==> src/rtl/fsm_stim_pkg.sv <==
// Shared types and helpers for the serial stimulus stage and the 1011 detector bench.
package fsm_stim_pkg;

  typedef enum logic {
    IDLE  = 1'b0,
    SHIFT = 1'b1
  } state_e;

  localparam logic DEF_IDLE_LEVEL = 1'b0;

  // Bits needed to hold values 0..n-1, never less than one.
  function automatic int clog2_min1(input int n);
    int r;
    r = 0;
    for (int i = 0; i < 32; i++)
      if ((64'(1) << r) < 64'(n)) r = r + 1;
    return (r < 1) ? 1 : r;
  endfunction

endpackage

==> src/rtl/bit_serializer.sv <==
// Parallel-to-serial stage: accepts WIDTH-bit words on valid/ready and emits
// one bit per clock on xout, allowing gapless back-to-back words.
module bit_serializer
  import fsm_stim_pkg::*;
#(
  parameter int   WIDTH      = 8,
  parameter bit   MSB_FIRST  = 1'b1,
  parameter logic IDLE_LEVEL = DEF_IDLE_LEVEL
) (
  input  logic             clk,
  input  logic             rst,
  input  logic [WIDTH-1:0] din,
  input  logic             din_valid,
  output logic             din_ready,
  output logic             xout,
  output logic             xout_valid,
  output logic             last_bit,
  output logic             busy
);

  localparam int             CW       = clog2_min1(WIDTH);
  localparam logic [CW-1:0]  CNT_LOAD = CW'(WIDTH - 1);

  state_e           state_q, state_d;
  logic [WIDTH-1:0] sreg_q, sreg_d, sreg_nxt;
  logic [CW-1:0]    cnt_q, cnt_d;
  logic             xout_q, xout_d;
  logic             xv_q, xv_d;
  logic             last_q, last_d;
  logic             cnt_zero, accept;

  function automatic logic out_bit(input logic [WIDTH-1:0] v);
    return MSB_FIRST ? v[WIDTH-1] : v[0];
  endfunction

  assign cnt_zero = (cnt_q == '0);
  assign accept   = din_valid && din_ready;
  // Shift toward whichever end feeds xout.
  assign sreg_nxt = MSB_FIRST ? (sreg_q << 1) : (sreg_q >> 1);

  always_ff @(posedge clk or posedge rst) begin
    if (rst) state_q <= IDLE;
    else     state_q <= state_d;
  end

  always_comb begin
    state_d = state_q;
    unique case (state_q)
      IDLE:    if (accept) state_d = SHIFT;
      SHIFT:   if (cnt_zero && !accept) state_d = IDLE;
      default: state_d = IDLE;
    endcase
  end

  // Ready while idle, or while the final bit of the current word is on xout.
  always_comb begin
    din_ready = (state_q == IDLE) || ((state_q == SHIFT) && cnt_zero);
    busy      = (state_q == SHIFT);
  end

  always_comb begin
    sreg_d = sreg_q;
    cnt_d  = cnt_q;
    xout_d = xout_q;
    xv_d   = xv_q;
    last_d = last_q;
    if (accept) begin
      sreg_d = din;
      xout_d = out_bit(din);
      xv_d   = 1'b1;
      cnt_d  = CNT_LOAD;
      last_d = (WIDTH == 1);
    end else if (state_q == SHIFT && !cnt_zero) begin
      sreg_d = sreg_nxt;
      xout_d = out_bit(sreg_nxt);
      xv_d   = 1'b1;
      cnt_d  = cnt_q - CW'(1);
      last_d = (cnt_q == CW'(1));
    end else if (state_q == SHIFT) begin
      xout_d = IDLE_LEVEL;
      xv_d   = 1'b0;
      last_d = 1'b0;
    end
  end

  always_ff @(posedge clk or posedge rst) begin
    if (rst) begin
      sreg_q <= '0;
      cnt_q  <= '0;
      xout_q <= IDLE_LEVEL;
      xv_q   <= 1'b0;
      last_q <= 1'b0;
    end else begin
      sreg_q <= sreg_d;
      cnt_q  <= cnt_d;
      xout_q <= xout_d;
      xv_q   <= xv_d;
      last_q <= last_d;
    end
  end

  assign xout       = xout_q;
  assign xout_valid = xv_q;
  assign last_bit   = last_q;

endmodule

==> config.mk <==
export PLATFORM = sky130hd
export DESIGN_NAME = bit_serializer
export DESIGN_NICKNAME = d
export VERILOG_FILES = /design/src/rtl/fsm_stim_pkg.sv /design/src/rtl/bit_serializer.sv
export SDC_FILE = /design/constraint.sdc
export NUM_CORES = 1
export LEC_CHECK = 0
export BUFFER_PORTS_ARGS = -buffer_cell sky130_fd_sc_hd__buf_2
export CAP_MARGIN = 30
export CELL_PAD_IN_SITES_DETAIL_PLACEMENT = 2
export CELL_PAD_IN_SITES_GLOBAL_PLACEMENT = 2
export CORE_MARGIN = 1
export CORE_UTILIZATION = 31
export DETAILED_ROUTE_END_ITERATION = 8
export PLACE_DENSITY_LB_ADDON = 0.1
export SLEW_MARGIN = 20
export SYNTH_ARGS = -nofsm -noshare
export SYNTH_HDL_FRONTEND = slang
export SYNTH_SLANG_ARGS = --single-unit
==> constraint.sdc <==
create_clock -name clk -period 1.93 [get_ports clk]
set_input_delay 0.386 -clock clk [delete_from_list [all_inputs] [get_ports clk]]
set_output_delay 0.386 -clock clk [all_outputs]
set_load 0.02 [all_outputs]
== Word level (Yosys, flattened, before mapping) ==
Index checks and enable logic that the tools add are counted.
Storage, ports and cells
  register bits: 14
Operators by class
  add/subtract/negate cells: 1
  eq/ne operators: 1
  multiplexer cells: 14
  bitwise gates (word level): 1
  reductions and logical operators: 10
Operator list (count)
  $mux 7: 2
  $mux 1: 9
  $mux 3: 2
  $logic_and 1x1->1: 4
  $eq 3x1->1 const B: 1
  $logic_not 3->1: 1
  $reduce_bool 3->1: 1
  $sub 3x1->3 const B: 1
  $logic_not 1->1: 2
  $pmux 1 s2: 1
  $reduce_bool 2->1: 1
  $logic_or 1x1->1: 1
  $not 1->1: 1

== Logic depth before layout (Yosys ltp) ==
Gate-level depths: netlist (run 1).
  depth in word-level cells: 8
  gate-level depth with buffers: 7
  depth with buffers taken out: 6

== Least setup slack after synthesis (run 1) ==
Ideal clock, no wire load.
  path kind: register to output
  start: register cnt_q[0]
  end: output din_ready
  data arrival time: 1253 ps
  required time: 1544 ps
  path slack: 291 ps
  stages on the path, launching flop included: 7
  path buffers: 1
  cell sequence: dfrtp_1 > inv_1 > ha_1 > ha_1 > nor2b_4 > buf_4 > inv_1
On the way
  word-level cells in the longest chain between the ends: 3
RTL lines
  from (decl): line bit_serializer.sv:26  | logic [CW-1:0] cnt_q, cnt_d;
  from (signal assigned): line bit_serializer.sv:95  | cnt_q <= cnt_d;
  $logic_not 3->1: line bit_serializer.sv:36  | assign cnt_zero = (cnt_q == '0);
  $logic_and 1x1->1: line bit_serializer.sv:57  | din_ready = (state_q == IDLE) || ((state_q == SHIFT) && cnt_zero);
  $logic_or 1x1->1: line bit_serializer.sv:57
  to (decl): line bit_serializer.sv:14  | output logic din_ready,
Every way passes these cells.

== Worst setup path after layout (run 1) ==
Ends and elaborated chain as after synthesis.

==> results of run 1 <==
## placed cells by master (no fill, tap or decap)
master	n
a21oi_2	2
nor3_1	3
dfrtp_1	14
mux2i_1	7
a32o_1	1
ha_1	3
buf_4	4
a22oi_1	1
o21ai_1	5
a21o_1	1
o21ai_0	2
clkbuf_4	3
clkbuf_8	1
a21oi_1	1
nor2_1	2
inv_1	6
nand2_1	7
or2_1	1
nor2b_4	1
buf_2	15
## path summary, 6_finish.rpt
path	to	slack, ns	cells past startpoint
max	din_ready	0.10	6
max in group asynchronous	sreg_q[4]$_DFFE_PP0P_	1.43	2
max reg2reg	xout_valid$_DFFE_PP0P_	0.31	8
min in group clk	sreg_q[0]$_DFFE_PP0P_	0.36	3
min	cnt_q[0]$_DFFE_PP0P_	0.14	2
min reg2reg	sreg_q[1]$_DFFE_PP0P_	0.49	2
## logic make-up (layout without fill, tap and decap cells)
group                      after synthesis  in the layout  share of synthesized area [%]
DFF                                     14             14                           52.9
and+or+nand+nor                         14             14                           10.4
AOI/OAI and AO/OA                       13             13                           12.5
buffers and inverters                    9             29                           7.94
muxes                                    7              7                           10.6
adders and majority gates                3              3                           5.67
## where the power goes
| group | leakage, nW | switching, mW | total [mW] | internal [mW] |
|---|---|---|---|---|
| Sequential | 0.173 | 0.0648 | 0.469 | 0.404 |
| Clock | 0.0210 | 0.0979 | 0.213 | 0.115 |
| Combinational | 0.234 | 0.262 | 0.475 | 0.212 |
| Total | 0.429 | 0.425 | 1.16 | 0.731 |
## critical path, delay by kind of cell (launching register included)
family,cells,cell delay (ns)
flip-flops,1,0.40
adder cells (fa/ha/maj),2,0.39
AND/OR/NAND/NOR,1,0.11
buffers and inverters,3,0.26
## metrics by stage
| stage | std cells | worst slack [ns] | utilization, % |
|---|---|---|---|
| final | 107 | 0.105 | 40.7 |
| after global routing | 107 | 0.0118 | 40.7 |
| after CTS | 105 | 0.0417 | 40.0 |
| after detailed placement | 101 | 0.375 | 38.1 |
| after global placement | 101 | 0.405 | 38.1 |
| after floorplan | 60 | 0.291 | - |
## cell type report
cell class,count,area (um^2),share of cell area (%)
repair buffers,19,105,13.0
clock buffers,4,36.3,4.50
multi-input cells,37,259,32.1
well taps,27,33.8,4.19
flip-flops and latches,14,350,43.4
inverters,6,22.5,2.79
## per-layer routing
metal	vias up	track usage (%)	routed length, um
li1	240	-	-
met1	254	15.6	574
met4	0	6.67	8
met2	10	26.4	751
met3	2	4.44	61
met5	-	0	0
## timing repair
item                       in CTS  in global routing
resized for setup               0                  0
buffers inserted                0                  2
setup endpoints to repair       0                  1
## registers in the layout, summed over array words and instances (netlist names)
name        count
last_bit        1
busy            1
cnt_q           3
xout            1
xout_valid      1
sreg_q          7
==> flow_summary.yaml, run 1 <==
run_status:
  outcome: "finished clean"
power:
  ir_worst_vdd_uv: 460
  p_per_area_mw_per_mm2: 1430
  power.static_leakage_nw: 0.429
  power_mw: 1.16
grt:
  grt-ovfl-total: 0
  grt_antenna_before_repair: 0
  grt.total_usage_pct: 14.7
  grt_max_degree: 15
  grt_pass1_vias: 502
  grt_pass1_wl_um: 2210
setup_path:
  cp-startpoint: "cnt_q[0]$_DFFE_PP0P_"
  cp_cell_sequence: "inv_1 -> ha_1 -> ha_1 -> nor2b_4 -> inv_1 -> buf_2"
  crit_type: "flop to output pin"
  end_kind: "output pin"
  cp-start-kind: "flop"
  crit_required_ns: 1.54
  slowest_delay_ns: 0.40
  arrival_ns: 1.44
  r2r-start: "cnt_q[0]$_DFFE_PP0P_"
  critPathSlowestCell: "dfrtp_1"
  cp_max_fo: 3
synthesis:
  synthCells: 60
  netlist_top_cells_area: "dfrtp_1 (53%), mux2i_1 (11%), ha_1 (5.7%)"
  synth_seq_cells: 14
  yosysTopAreaCell: "dfrtp_1"
  synthesis.area_um2: 662
  synth.most_common_cell: "dfrtp_1"
  syn_area_per_cell_um2: 11.0
  synthFlopType: "dfrtp_1"
  synth_edf_count: 0
  syn_nets: 74
  async_reset_ff_share_pct: 100
  yosys_warnings: 0
  netlist.area_leader.share_pct: 52.9
  yosysSeqAreaShare_pct: 52.9
  synth_common_cells: "dfrtp_1 (14), mux2i_1 (7), nand2_1 (7)"
  ys_types: 18
drt:
  wl_per_cell_um: 13.0
  drc: 0
  drtAntennaViolNets: 0
  routed_via_density: 4.73
  first_iter_violations: 1
  wirelength_um: 1400
  dr.pass1.iters: 2
  vias: 506
cells_and_area:
  insertedDiodeCount: 0
  postLayoutCellArea_um2: 807
  final_nets: 95
  syn2layout_area_growth_pct: 21.9
  n_fill_cell: 230
  drive_above_1_share_pct: 32.5
floorplanning:
  core.rowCount: 16
  die_y_um: 48.2
  core_mm2: 0.00198
  start_util_pct: 33.4
  io_pins: 16
  die_area_mm2: 0.00232
  die_w_um: 48.2
hold_path:
  hp-class: "input pin to asynchronous set/reset pin"
place:
  portBuffers: 15
  dp_hpwl_um: 1020
  placed_area_um2: 756
  gp_congestion: 0.627
sta:
  min_period_ns: 1.83
  rsz0062_at_grt: "false"
  setup_viol: 0
  fmax_ghz: 0.548
  hold-worst-slack_ns: 0.139
  hold_viol: 0
  clock_skew_ns: 0.00383
  setup_tns_ns: 0
  tightest_slew_ns: 0.552
  timing.final.crit_share_pct: 94.6
  slew_headroom_pct: 63.2
  slew_viol_final: 0
cts:
  clkTransAtPathRegs_ns: 0.09
  clockBufferDepth: 2
  cts_max_level: 1
  numCtsBuffers: 3
  clk_latency_ns: 0.28
  cts_tree: "done"
  ctsHoldBuffers: 0
  cts_root_buf: "clkbuf_4"
  cts_sinks: 14
job:
  drv_cap: 0
Power figures use the tool's default switching activity.
==> run 2: changes to the inputs <==
--- a/config.mk
+++ b/config.mk
@@ -12,8 +12,10 @@
 export CORE_MARGIN = 1
 export CORE_UTILIZATION = 31
 export DETAILED_ROUTE_END_ITERATION = 8
+export MAX_ROUTING_LAYER = met4
 export PLACE_DENSITY_LB_ADDON = 0.1
 export SLEW_MARGIN = 20
 export SYNTH_ARGS = -nofsm -noshare
 export SYNTH_HDL_FRONTEND = slang
 export SYNTH_SLANG_ARGS = --single-unit
+export TNS_END_PERCENT = 10
==> run 2 against run 1 <==
  * Global-route usage grew 0.39 points
  * Core utilization is the same
  * Clock power about the same
  * Sequential share of layout area unchanged
  * Critical endpoint unchanged
==> flow_summary.yaml, run 2 (synthesis gave the netlist of run 1 again) <==
cts:
  cts_tree: "done"
  cts_resized: 0
  clkTransAtPathRegs_ns: 0.09
  numCtsBuffers: 3
  cts_max_level: 1
  clockBufferDepth: 2
  clk_latency_ns: 0.28
  cts_root_buf: "clkbuf_4"
  cts_sinks: 14
cells_and_area:
  syn2layout_area_growth_pct: 21.9
  largest_reg_flops: 7
  final_nets: 95
  final_cell_mix: "buf_2 (15), dfrtp_1 (14), mux2i_1 (7), nand2_1 (7), inv_1 (6)"
  n_fill_cell: 230
  insertedDiodeCount: 0
  postLayoutCellArea_um2: 807
  reg_top3: "sreg_q x7, cnt_q x3"
  mostFrequentLayoutCell: "buf_2"
  drive_above_1_share_pct: 32.5
  regMostFlops: "sreg_q"
hold_path:
  hp-class: "input pin to asynchronous set/reset pin"
drt:
  drc: 0
  first_iter_violations: 1
  dr.pass1.iters: 2
  wirelength_um: 1390
  vias: 503
  routed_via_density: 4.70
  wl_per_cell_um: 13.0
  drtAntennaViolNets: 0
grt:
  grt_pass1_vias: 505
  grt-ovfl-total: 0
  grt_pass1_wl_um: 2190
  grt_antenna_before_repair: 0
  grt_max_degree: 15
  grt.total_usage_pct: 15.1
setup_path:
  critPathSlowestCell: "dfrtp_1"
  crit_required_ns: 1.54
  cp_cell_sequence: "inv_1 -> ha_1 -> ha_1 -> nor2b_4 -> inv_1 -> buf_2"
  cp-start-kind: "flop"
  crit_type: "flop to output pin"
  arrival_ns: 1.45
  slowest_delay_ns: 0.40
  end_kind: "output pin"
  cp_max_fo: 3
sta:
  slew_viol_final: 0
  slew_headroom_pct: 63.2
  hold_viol: 0
  clock_skew_ns: 0.00206
  min_period_ns: 1.83
  rsz0062_at_grt: "false"
  timing.final.crit_share_pct: 94.9
  tightest_slew_ns: 0.552
  fmax_ghz: 0.546
  setup_viol: 0
  setup_tns_ns: 0
floorplanning:
  die_y_um: 48.2
  core.rowCount: 16
  io_pins: 16
  die_w_um: 48.2
  core_mm2: 0.00198
  die_area_mm2: 0.00232
  start_util_pct: 33.4
run_status:
  outcome: "finished clean"
place:
  portBuffers: 15
  placed_area_um2: 756
  gp_congestion: 0.632
  dp_hpwl_um: 1020
power:
  ir_worst_vdd_uv: 461
  power.static_leakage_nw: 0.429
  p_per_area_mw_per_mm2: 1430
job:
  drv_cap: 0
## run 2: cell counts in the layout (fill, tap and decap cells not counted)
Identical to the previous run, type by type.
## run 2: routing by layer
| layer | wire length (um) | global-route usage (%) | vias up |
|---|---|---|---|
| met5 | 0 | - | - |
| met4 | 0 | 6.67 | 0 |
| met3 | 63 | 4.44 | 0 |
| met2 | 759 | 26.4 | 10 |
| met1 | 563 | 15.3 | 253 |
| li1 | - | - | 240 |
## run 2: through the flow
step | util [%] | hold WS, ns | cells | worst slack [ns] | power (mW)
6_report | 40.7 | 0.141 | 107 | 0.0977 | 1.16
5_1_grt | 40.7 | 0.175 | 107 | 0.0118 | 1.26
4_1_cts | 40.0 | 0.154 | 105 | 0.0417 | 1.15
3_5_place_dp | 38.1 | 0.468 | 101 | 0.375 | 0.932
3_3_place_gp | 38.1 | 0.461 | 101 | 0.405 | 0.916
2_1_floorplan | - | 0.275 | 60 | 0.291 | 0.809
## run 2: area by class of cell
class	count	area, um^2	area share, %
Sequential cell	14	350	43.4
Clock buffer	4	36.3	4.50
Multi-Input combinational cell	37	259	32.1
Tap cell	27	33.8	4.19
Inverter	6	22.5	2.79
Timing Repair Buffer	19	105	13.0
## run 2: final timing paths
kind	startpoint	to	slack (ns)	cells after the start
worst max-delay path	cnt_q[0]$_DFFE_PP0P_	din_ready	0.1	6
worst min-delay path	rst	cnt_q[0]$_DFFE_PP0P_	0.14	2
worst max register to register	cnt_q[0]$_DFFE_PP0P_	xout_valid$_DFFE_PP0P_	0.30	8
worst min register to register	sreg_q[0]$_DFFE_PP0P_	sreg_q[1]$_DFFE_PP0P_	0.49	2
max in group asynchronous	rst	sreg_q[4]$_DFFE_PP0P_	1.43	2
min in group clk	din[0]	sreg_q[0]$_DFFE_PP0P_	0.36	3
## run 2: report_power, final
group / switching (mW) / leakage [nW] / total [mW] / internal (mW)
Clock: 0.0970 / 0.0210 / 0.212 / 0.115
Sequential: 0.0650 / 0.173 / 0.469 / 0.404
Combinational: 0.262 / 0.234 / 0.475 / 0.212
Total: 0.424 / 0.429 / 1.16 / 0.732
## run 2: worst max-delay path: cells and delay by family, from the launching register on
family,cells,cell delay (ns)
adder cells (fa/ha/maj),2,0.39
AND/OR/NAND/NOR,1,0.11
buffers and inverters,3,0.26
flip-flops,1,0.40
## run 2: what timing repair did
action,in CTS,in global routing
endpoints found under the setup margin,0,1
setup buffers,0,2
hold buffers,0,0
==> run 3: changes to the inputs <==
--- a/config.mk
+++ b/config.mk
@@ -14,6 +14,8 @@
 export DETAILED_ROUTE_END_ITERATION = 8
 export MAX_ROUTING_LAYER = met4
 export PLACE_DENSITY_LB_ADDON = 0.1
+export RECOVER_POWER = 100
+export SETUP_SLACK_MARGIN = 0.4
 export SLEW_MARGIN = 20
 export SYNTH_ARGS = -nofsm -noshare
 export SYNTH_HDL_FRONTEND = slang
==> run 3 against run 2 <==
  * Sequential share of layout area is 1.1 points lower
  * Non-clock buffer count rose by 2
  * Flip-flop and latch count stayed put
  * Core utilization rose by 1.0 points
  * Worst setup slack better by 0.10 ns
  * Sequential power about the same
  * Count of clock-buffer cells in the layout shrank 1
==> flow_summary.yaml, run 3 (synthesis gave the netlist of run 1 again) <==
power:
  power.static_leakage_nw: 0.410
  ir_worst_vdd_uv: 678
  power_mw: 1.19
  p_per_area_mw_per_mm2: 1430
cts:
  numCtsBuffers: 3
  cts_sinks: 14
  cts_tree: "done"
  cts_max_level: 1
  cts_root_buf: "clkbuf_4"
  clk_latency_ns: 0.28
  clkTransAtPathRegs_ns: 0.08
  clockBufferDepth: 2
  ctsHoldBuffers: 0
cells_and_area:
  drive_above_1_share_pct: 33.3
  largest_reg_flops: 7
  fin_cells: 108
  mostFrequentLayoutCell: "dfrtp_1"
  final_nets: 97
  insertedDiodeCount: 0
  postLayoutCellArea_um2: 827
  final_core_util_pct: 41.7
  regArea_um2: 350
  reg_top3: "sreg_q x7, cnt_q x3"
  final_cell_mix: "dfrtp_1 (14), buf_2 (10), mux2i_1 (7), nand2_1 (7), o21ai_0 (6)"
  syn2layout_area_growth_pct: 25.0
  n_fill_cell: 218
  regMostFlops: "sreg_q"
  multiInputGateArea_um2: 284
floorplanning:
  die_w_um: 48.2
  core_mm2: 0.00198
  core.rowCount: 16
  die_y_um: 48.2
  io_pins: 16
  die_area_mm2: 0.00232
  start_util_pct: 33.4
place:
  place_inst: 101
  portBuffers: 15
  gp_congestion: 0.650
  placed_area_um2: 766
  dp_slack_ns: 0.361
  dp_hpwl_um: 989
drt:
  drtAntennaViolNets: 0
  routed_via_density: 4.67
  wl_per_cell_um: 13.3
  wirelength_um: 1440
  vias: 504
  first_iter_violations: 0
  dr.pass1.iters: 1
  drc: 0
sta:
  hold-worst-slack_ns: 0.134
  setup_tns_ns: 0
  fmax_ghz: 0.578
  timing.final.crit_share_pct: 89.6
  rsz0062_at_grt: "true"
  worst_slack_ns: 0.201
  hold_viol: 0
  slew_viol_final: 0
  slew_headroom_pct: 63.7
  setup_viol: 0
  clock_skew_ns: 0.00387
  min_period_ns: 1.73
  tightest_slew_ns: 0.544
setup_path:
  arrival_ns: 1.34
  cpMostUsedCell: "ha_4"
  cp_cell_sequence: "inv_2 -> ha_4 -> ha_4 -> nor2b_4 -> inv_6 -> clkbuf_2"
  cp-start-kind: "flop"
  crit_type: "flop to output pin"
  end_kind: "output pin"
  critPathSlowestCell: "dfrtp_1"
  slowest_delay_ns: 0.37
  crit_required_ns: 1.54
  cp_max_fo: 2
hold_path:
  hp-class: "input pin to asynchronous set/reset pin"
grt:
  grt_pass1_vias: 464
  grt-ovfl-total: 0
  grt_max_degree: 15
  grt_pass1_wl_um: 2250
  grt_antenna_before_repair: 0
  grt.total_usage_pct: 15.8
job:
  drv_cap: 0
run_status:
  outcome: "finished clean"
==> run 3: path summary, 6_finish.rpt <==
check,startpoint,cells past startpoint,to,slack (ns)
max reg2reg,cnt_q[0]$_DFFE_PP0P_,7,sreg_q[1]$_DFFE_PP0P_,0.23
max in group asynchronous,rst,2,cnt_q[1]$_DFFE_PP0P_,1.44
min reg2reg,xout_valid$_DFFE_PP0P_,1,xout_valid$_DFFE_PP0P_,0.48
min,rst,2,xout$_DFFE_PP0P_,0.13
min in group clk,din[0],3,sreg_q[0]$_DFFE_PP0P_,0.36
max,cnt_q[0]$_DFFE_PP0P_,6,din_ready,0.20
==> run 3: critical path: cells and delay by family, from the launching register on <==
family | cells | cell delay, ns
buffers and inverters | 3 | 0.24
flip-flops | 1 | 0.37
adder cells (fa/ha/maj) | 2 | 0.31
AND/OR/NAND/NOR | 1 | 0.15
==> run 3: where the power goes <==
part           internal (mW)  leakage [nW]  switching (mW)
registers              0.405         0.173          0.0646
clock network         0.0724        0.0138          0.0918
logic                  0.245         0.223           0.308
==> run 3: routing by layer <==
layer / global-route usage (%) / routed length (um)
met4: 6.67 / 11
met5: - / 0
met2: 23.2 / 705
met1: 18.9 / 635
met3: 6.67 / 82
==> run 3: final cells by class <==
class / instances / share of cell area, %
Tap cell: 27 / 4.08
Clock buffer: 3 / 2.72
Timing Repair Buffer: 21 / 13.2
Inverter: 6 / 3.33
Multi-Input combinational cell: 37 / 34.3
Sequential cell: 14 / 42.4
==> run 3: timing repair <==
item | 4_1_cts | 5_1_grt
buffers inserted | 4 | 0
endpoints found under the setup margin | 2 | 9
resized for setup | 5 | 1
endpoints found under the hold margin | 0 | 0
cloned | 0 | 0
pin swaps | 1 | 0
